[config.mk]
export PLATFORM = sky130hd
export DESIGN_NAME = ifetch_unit
export DESIGN_NICKNAME = d
export VERILOG_FILES = /design/src/rtl/ifetch_unit.sv
export SDC_FILE = /design/constraint.sdc
export NUM_CORES = 1
export LEC_CHECK = 0
export BUFFER_PORTS_ARGS = -buffer_cell sky130_fd_sc_hd__buf_2
export CELL_PAD_IN_SITES_DETAIL_PLACEMENT = 0
export CELL_PAD_IN_SITES_GLOBAL_PLACEMENT = 1
export CORE_MARGIN = 4
export CORE_UTILIZATION = 25
export DETAILED_ROUTE_END_ITERATION = 6
export GPL_TIMING_DRIVEN = 0
export PLACE_DENSITY = 0.59
export RECOVER_POWER = 100
export SKIP_LAST_GASP = 1
export SLEW_MARGIN = 20
export SYNTH_ARGS = -nofsm -noshare
export SYNTH_HDL_FRONTEND = slang
export SYNTH_SLANG_ARGS = --single-unit
[constraint.sdc]
create_clock -name clk -period 4.9 [get_ports clk]
set_clock_uncertainty 0.2 [all_clocks]
set_input_delay 0 -clock clk [delete_from_list [all_inputs] [get_ports clk]]
set_output_delay 0 -clock clk [all_outputs]
set_load 0.1 [all_outputs]
[src/rtl/ifetch_unit.sv]
// ---------------------------------------------------------------------------
// ifetch_unit -- instruction fetch stage with a single PC register.
//
// Fetches one instruction per request from a combinational instruction
// memory. The word address is held on imem_pc for WAIT_CYCLES cycles, then
// imem_instr is captured into ir and ir_valid is raised. The instruction is
// held until control acknowledges it. The acknowledge advances pc
// sequentially or by a signed branch offset. Leaving the program range
// parks the unit in HALT until reset.
//
// Ports
//   clk, rst_n        clock, synchronous active-low reset
//   fetch_req         request the next instruction
//   imem_pc/instr     instruction memory address out / instruction in
//   ir, pc, ir_valid  fetched instruction, its address, valid flag
//   ir_ack            consume ir (only honoured while ir_valid)
//   br_taken/offset   redirect next fetch to pc+1+sext(br_offset)
//   halted            fetch stopped (pc left 0..PROG_LENGTH)
//   fetch_count       saturating count of consumed instructions
// ---------------------------------------------------------------------------
module ifetch_unit #(
   parameter int unsigned PROG_LENGTH = 31,
   parameter int unsigned WAIT_CYCLES = 1,
   parameter logic [31:0] RESET_PC    = 32'd0
) (
   input  logic        clk,
   input  logic        rst_n,
   input  logic        fetch_req,
   output logic [31:0] imem_pc,
   input  logic [31:0] imem_instr,
   output logic [31:0] ir,
   output logic [31:0] pc,
   output logic        ir_valid,
   input  logic        ir_ack,
   input  logic        br_taken,
   input  logic [15:0] br_offset,
   output logic        halted,
   output logic [15:0] fetch_count
);

   typedef enum logic [1:0] {
      S_IDLE,
      S_FETCH,
      S_VALID,
      S_HALT
   } state_t;

   localparam logic [3:0]  WAIT_LD   = 4'(WAIT_CYCLES);
   localparam logic [31:0] PROG_LAST = 32'(PROG_LENGTH);

   state_t      state_q, state_d;
   logic [31:0] pc_q, pc_d;
   logic [31:0] ir_q, ir_d;
   logic [3:0]  cnt_q, cnt_d;
   logic [15:0] fcnt_q, fcnt_d;

   logic [31:0] pc_seq, br_ext, pc_next;

   // Next address is relative to pc+1; wraps modulo 2^32 so a backward
   // branch from a low pc lands far above PROG_LENGTH and halts.
   assign pc_seq  = pc_q + 32'd1;
   assign br_ext  = {{16{br_offset[15]}}, br_offset};
   assign pc_next = br_taken ? (pc_seq + br_ext) : pc_seq;

   always_comb begin
      state_d = state_q;
      pc_d    = pc_q;
      ir_d    = ir_q;
      cnt_d   = cnt_q;
      fcnt_d  = fcnt_q;
      unique case (state_q)
         S_IDLE: begin
            if (fetch_req) begin
               state_d = S_FETCH;
               cnt_d   = WAIT_LD;
            end
         end
         S_FETCH: begin
            // Capture on the edge that ends the last wait cycle.
            if (cnt_q <= 4'd1) begin
               ir_d    = imem_instr;
               cnt_d   = 4'd0;
               state_d = S_VALID;
            end else begin
               cnt_d = cnt_q - 4'd1;
            end
         end
         S_VALID: begin
            if (ir_ack) begin
               pc_d = pc_next;
               if (fcnt_q != 16'hFFFF) fcnt_d = fcnt_q + 16'd1;
               if (pc_next > PROG_LAST) begin
                  state_d = S_HALT;
               end else if (fetch_req) begin
                  state_d = S_FETCH;
                  cnt_d   = WAIT_LD;
               end else begin
                  state_d = S_IDLE;
               end
            end
         end
         S_HALT: ;
         default: state_d = S_IDLE;
      endcase
   end

   always_ff @(posedge clk) begin
      if (!rst_n) begin
         state_q <= S_IDLE;
         pc_q    <= RESET_PC;
         ir_q    <= 32'd0;
         cnt_q   <= 4'd0;
         fcnt_q  <= 16'd0;
      end else begin
         state_q <= state_d;
         pc_q    <= pc_d;
         ir_q    <= ir_d;
         cnt_q   <= cnt_d;
         fcnt_q  <= fcnt_d;
      end
   end

   assign imem_pc     = pc_q;
   assign pc          = pc_q;
   assign ir          = ir_q;
   assign ir_valid    = (state_q == S_VALID);
   assign halted      = (state_q == S_HALT);
   assign fetch_count = fcnt_q;

endmodule

==> results.ini <==
[detailed_routing]
first_iter_violations=467
drc=0
vias=7390
wl_mm=26.0
drtAntennaViolNets=0
viasPerCell=4.89
wl_per_cell_um=17.2
firstDrtPassIters=7

[floorplan]
row_count=59
die_w_um=171
start_util_pct=25.4
dieArea_mm2=0.0292
fp.dieH_um=171
core_mm2=0.0261
io_pins=167

[sta]
finalHoldViolCount=0
worst_slew_margin_rel_pct=17.3
period_needed_ns=5.05
final-max-slew-violation-count=0
fin_crit_sh_pct=103
rsz0062_at_grt=yes
fmax_ghz=0.198
tightest_slew_ns=1.25
setup_viol=6
finalWorstSetupSlack_ns=-0.146

[pwr]
internal-power_mw=1.45
powerDensity_mw_per_mm2=256
p_sw_share_pct=41.8
switchingPower_mw=1.04
p_leak_nw=4.15
pwr-share-clk_pct=29.3
vdd_drop_max_v=0.000138
p_comb_share_pct=39.2
p_seq_share_pct=31.5

[placement]
gp_congestion=0.821
post-dp-hpwl_mm=19.8
placed_cells=1389
postPlaceCellArea_mm2=0.00806
dp_worst_setup_slack_ns=-0.871
portBuffers=164

[logic_synthesis]
synth-compound-area-share_pct=22.9
synthesis.area_mm2=0.00663
synthSimpleGateAreaFrac_pct=25.4
ys_seq_area_share_pct=26.0
synth_top_cell_area_share_pct=26.0
yosysUniqueCellTypes=75
synth_edf_count=0
avgSynthCellArea_um2=7.45
synthCells=890
synthAdderAreaFrac_pct=8.04
ys_ff_latch=86
synthXorXnorAreaFrac_pct=7.93
ys.flop_type=dfxtp_1
synth_top_family_by_area=simple AND/OR/NAND/NOR gates
yosys_warnings=0
synth_area_leader_cell=dfxtp_1
async_flop_share_pct=0
synthesis.nets=985
synth_common_cells=nand2_1, a21oi_1, dfxtp_1, nor2_1, ha_1
synth_mux_area_share_pct=1.08
synthTopCellsByArea=dfxtp_1, a21oi_1, ha_1, nand2_1, nor2_1
synth.most_common_cell=nand2_1

[finish]
n_antenna_cell=0
synthToLayoutAreaGrowth_pct=46.8
drive_gt1_share_pct=31.3
fin_cells=1510
nets=1265
final_area_mm2=0.00973
final_core_util_pct=37.3

[clock_network]
cts_root_buf=clkbuf_16
clkSinkCount=86
clkLatencyLatePin_ns=0.35
numCtsBuffers=9
clk_pin_slew_ns=0.06
cts_buffer_depth=2
cts_tree=yes
htreeDepth=3

[min_path]
hold_class=in -> reg

[grt]
track_usage_pct=17.6
antenna_found_initial=0
grt_max_degree=22
grt_pass1_vias=7329
grt_first_pass_wirelength_mm=40.6
globalRouteOverflowTotal=0

[job]
maxCapViolations=0

[worst_setup_path]
cp-end-kind=register
worstPathMaxFanout=5
cp.arrival_ns=5.06
critical_path.startpoint_type=register
worstSetupPathType=reg -> reg
critPathRequiredTime_ns=4.91

[status]
status=finished, violations left
violations=setup timing

power by group through the flow:
| stage | sequential [mW] | clock [mW] | combinational (mW) |
|---|---|---|---|
| after CTS | 0.781 | 0.757 | 0.975 |
| final | 0.782 | 0.728 | 0.975 |
| after detailed placement | 0.797 | 0 | 0.883 |
| after global placement | 0.795 | 0 | 0.888 |
| after floorplan | 1.10 | 0 | 0.383 |
| after global routing | 0.788 | 0.783 | 1.04 |
flip-flops by register name (all words and copies together) (netlist names):
| name | flops |
|---|---|
| state_q | 2 |
| cnt_q | 4 |
| imem_pc | 32 |
| fetch_count | 16 |
| ir | 32 |
kinds of logic (layout without fill, tap and decap cells):
family / count (synthesis) / count (layout)
AOI/OAI and AO/OA: 242 / 242
adders and majority gates: 42 / 42
DFF: 86 / 86
and+or+nand+nor: 350 / 350
xor gates and xnor gates: 60 / 60
muxes: 7 / 7
buffers and inverters: 103 / 388
critical path: stages, from the launching register on:
cell	delay (ns)
dfxtp_4	0.35
nand4_1	0.18
buf_4	0.20
nor4_4	0.32
buf_4	0.17
buf_4	0.10
nand3_1	0.11
xnor2_2	0.29
ha_4	0.28
nand2_2	0.12
o21ai_0	0.10
a21oi_1	0.21
nor2_1	0.11
a211oi_2	0.28
nand4_1	0.14
o211ai_1	0.21
xnor2_1	0.18
or4b_4	0.50
or3_4	0.37
a2111oi_4	0.37
o32ai_2	0.11
through the flow:
| stage | TNS [ns] | power [mW] | hold slack (ns) |
|---|---|---|---|
| finish | -0.484 | 2.49 | 0.0696 |
| global route | -2.32 | 2.61 | 0.0994 |
| CTS | -0.683 | 2.51 | 0.0703 |
| detailed placement | -4.29 | 1.68 | 0.0479 |
| global placement | -4.32 | 1.68 | 0.0441 |
| floorplan | -0.125 | 1.49 | -0.0667 |
placed cells by master (no fill, tap or decap), types with 10 or more instances in the layout:
cell	count
nor3_1	22
dfxtp_1	61
buf_6	10
clkbuf_1	78
inv_1	21
xnor2_1	17
xnor2_2	11
ha_1	29
clkbuf_16	10
nand3_1	22
xor2_1	27
dlygate4sd3_1	37
or3_1	11
nand4_1	18
o21ai_0	37
nand2_1	124
dfxtp_4	17
buf_4	103
nor2_1	74
o21a_1	11
a211oi_1	15
buf_2	119
a21oi_1	96
layer usage:
layer / vias up / part of all wire (%) / track usage (%)
met5: - / 0 / 0
met4: 0 / 1.2 / 2.71
met3: 20 / 5.1 / 3.30
met2: 205 / 47 / 29.3
met1: 3465 / 47 / 24.1
li1: 3700 / - / -
final timing paths:
kind	from	slack, ns	to	cells past startpoint
worst min-delay path	br_offset[11]	0.07	imem_pc[11]	5
worst max-delay path	imem_pc[8]	-0.15	cnt_q[3]	20
worst max register to register	imem_pc[8]	-0.15	cnt_q[3]	20
worst min register to register	ir[3]	0.25	ir[3]	2
layout make-up:
cell class	count	area, um2
fill	2788	16300
multi-input combinational	701	4910
sequential	86	1800
timing repair buffer	275	1710
buffer	74	493
tap	335	419
clock buffer	14	275
inverter	23	86.3
clock inverter	2	37.5
repair_timing:
item,CTS,global route
gates resized for setup,70,25
setup endpoints to repair,6,8
endpoints found under the hold margin,39,0
pin swaps,53,34
buffers inserted,69,7
hold buffers,37,0
No activity file was read; power rests on OpenSTA's default activity.
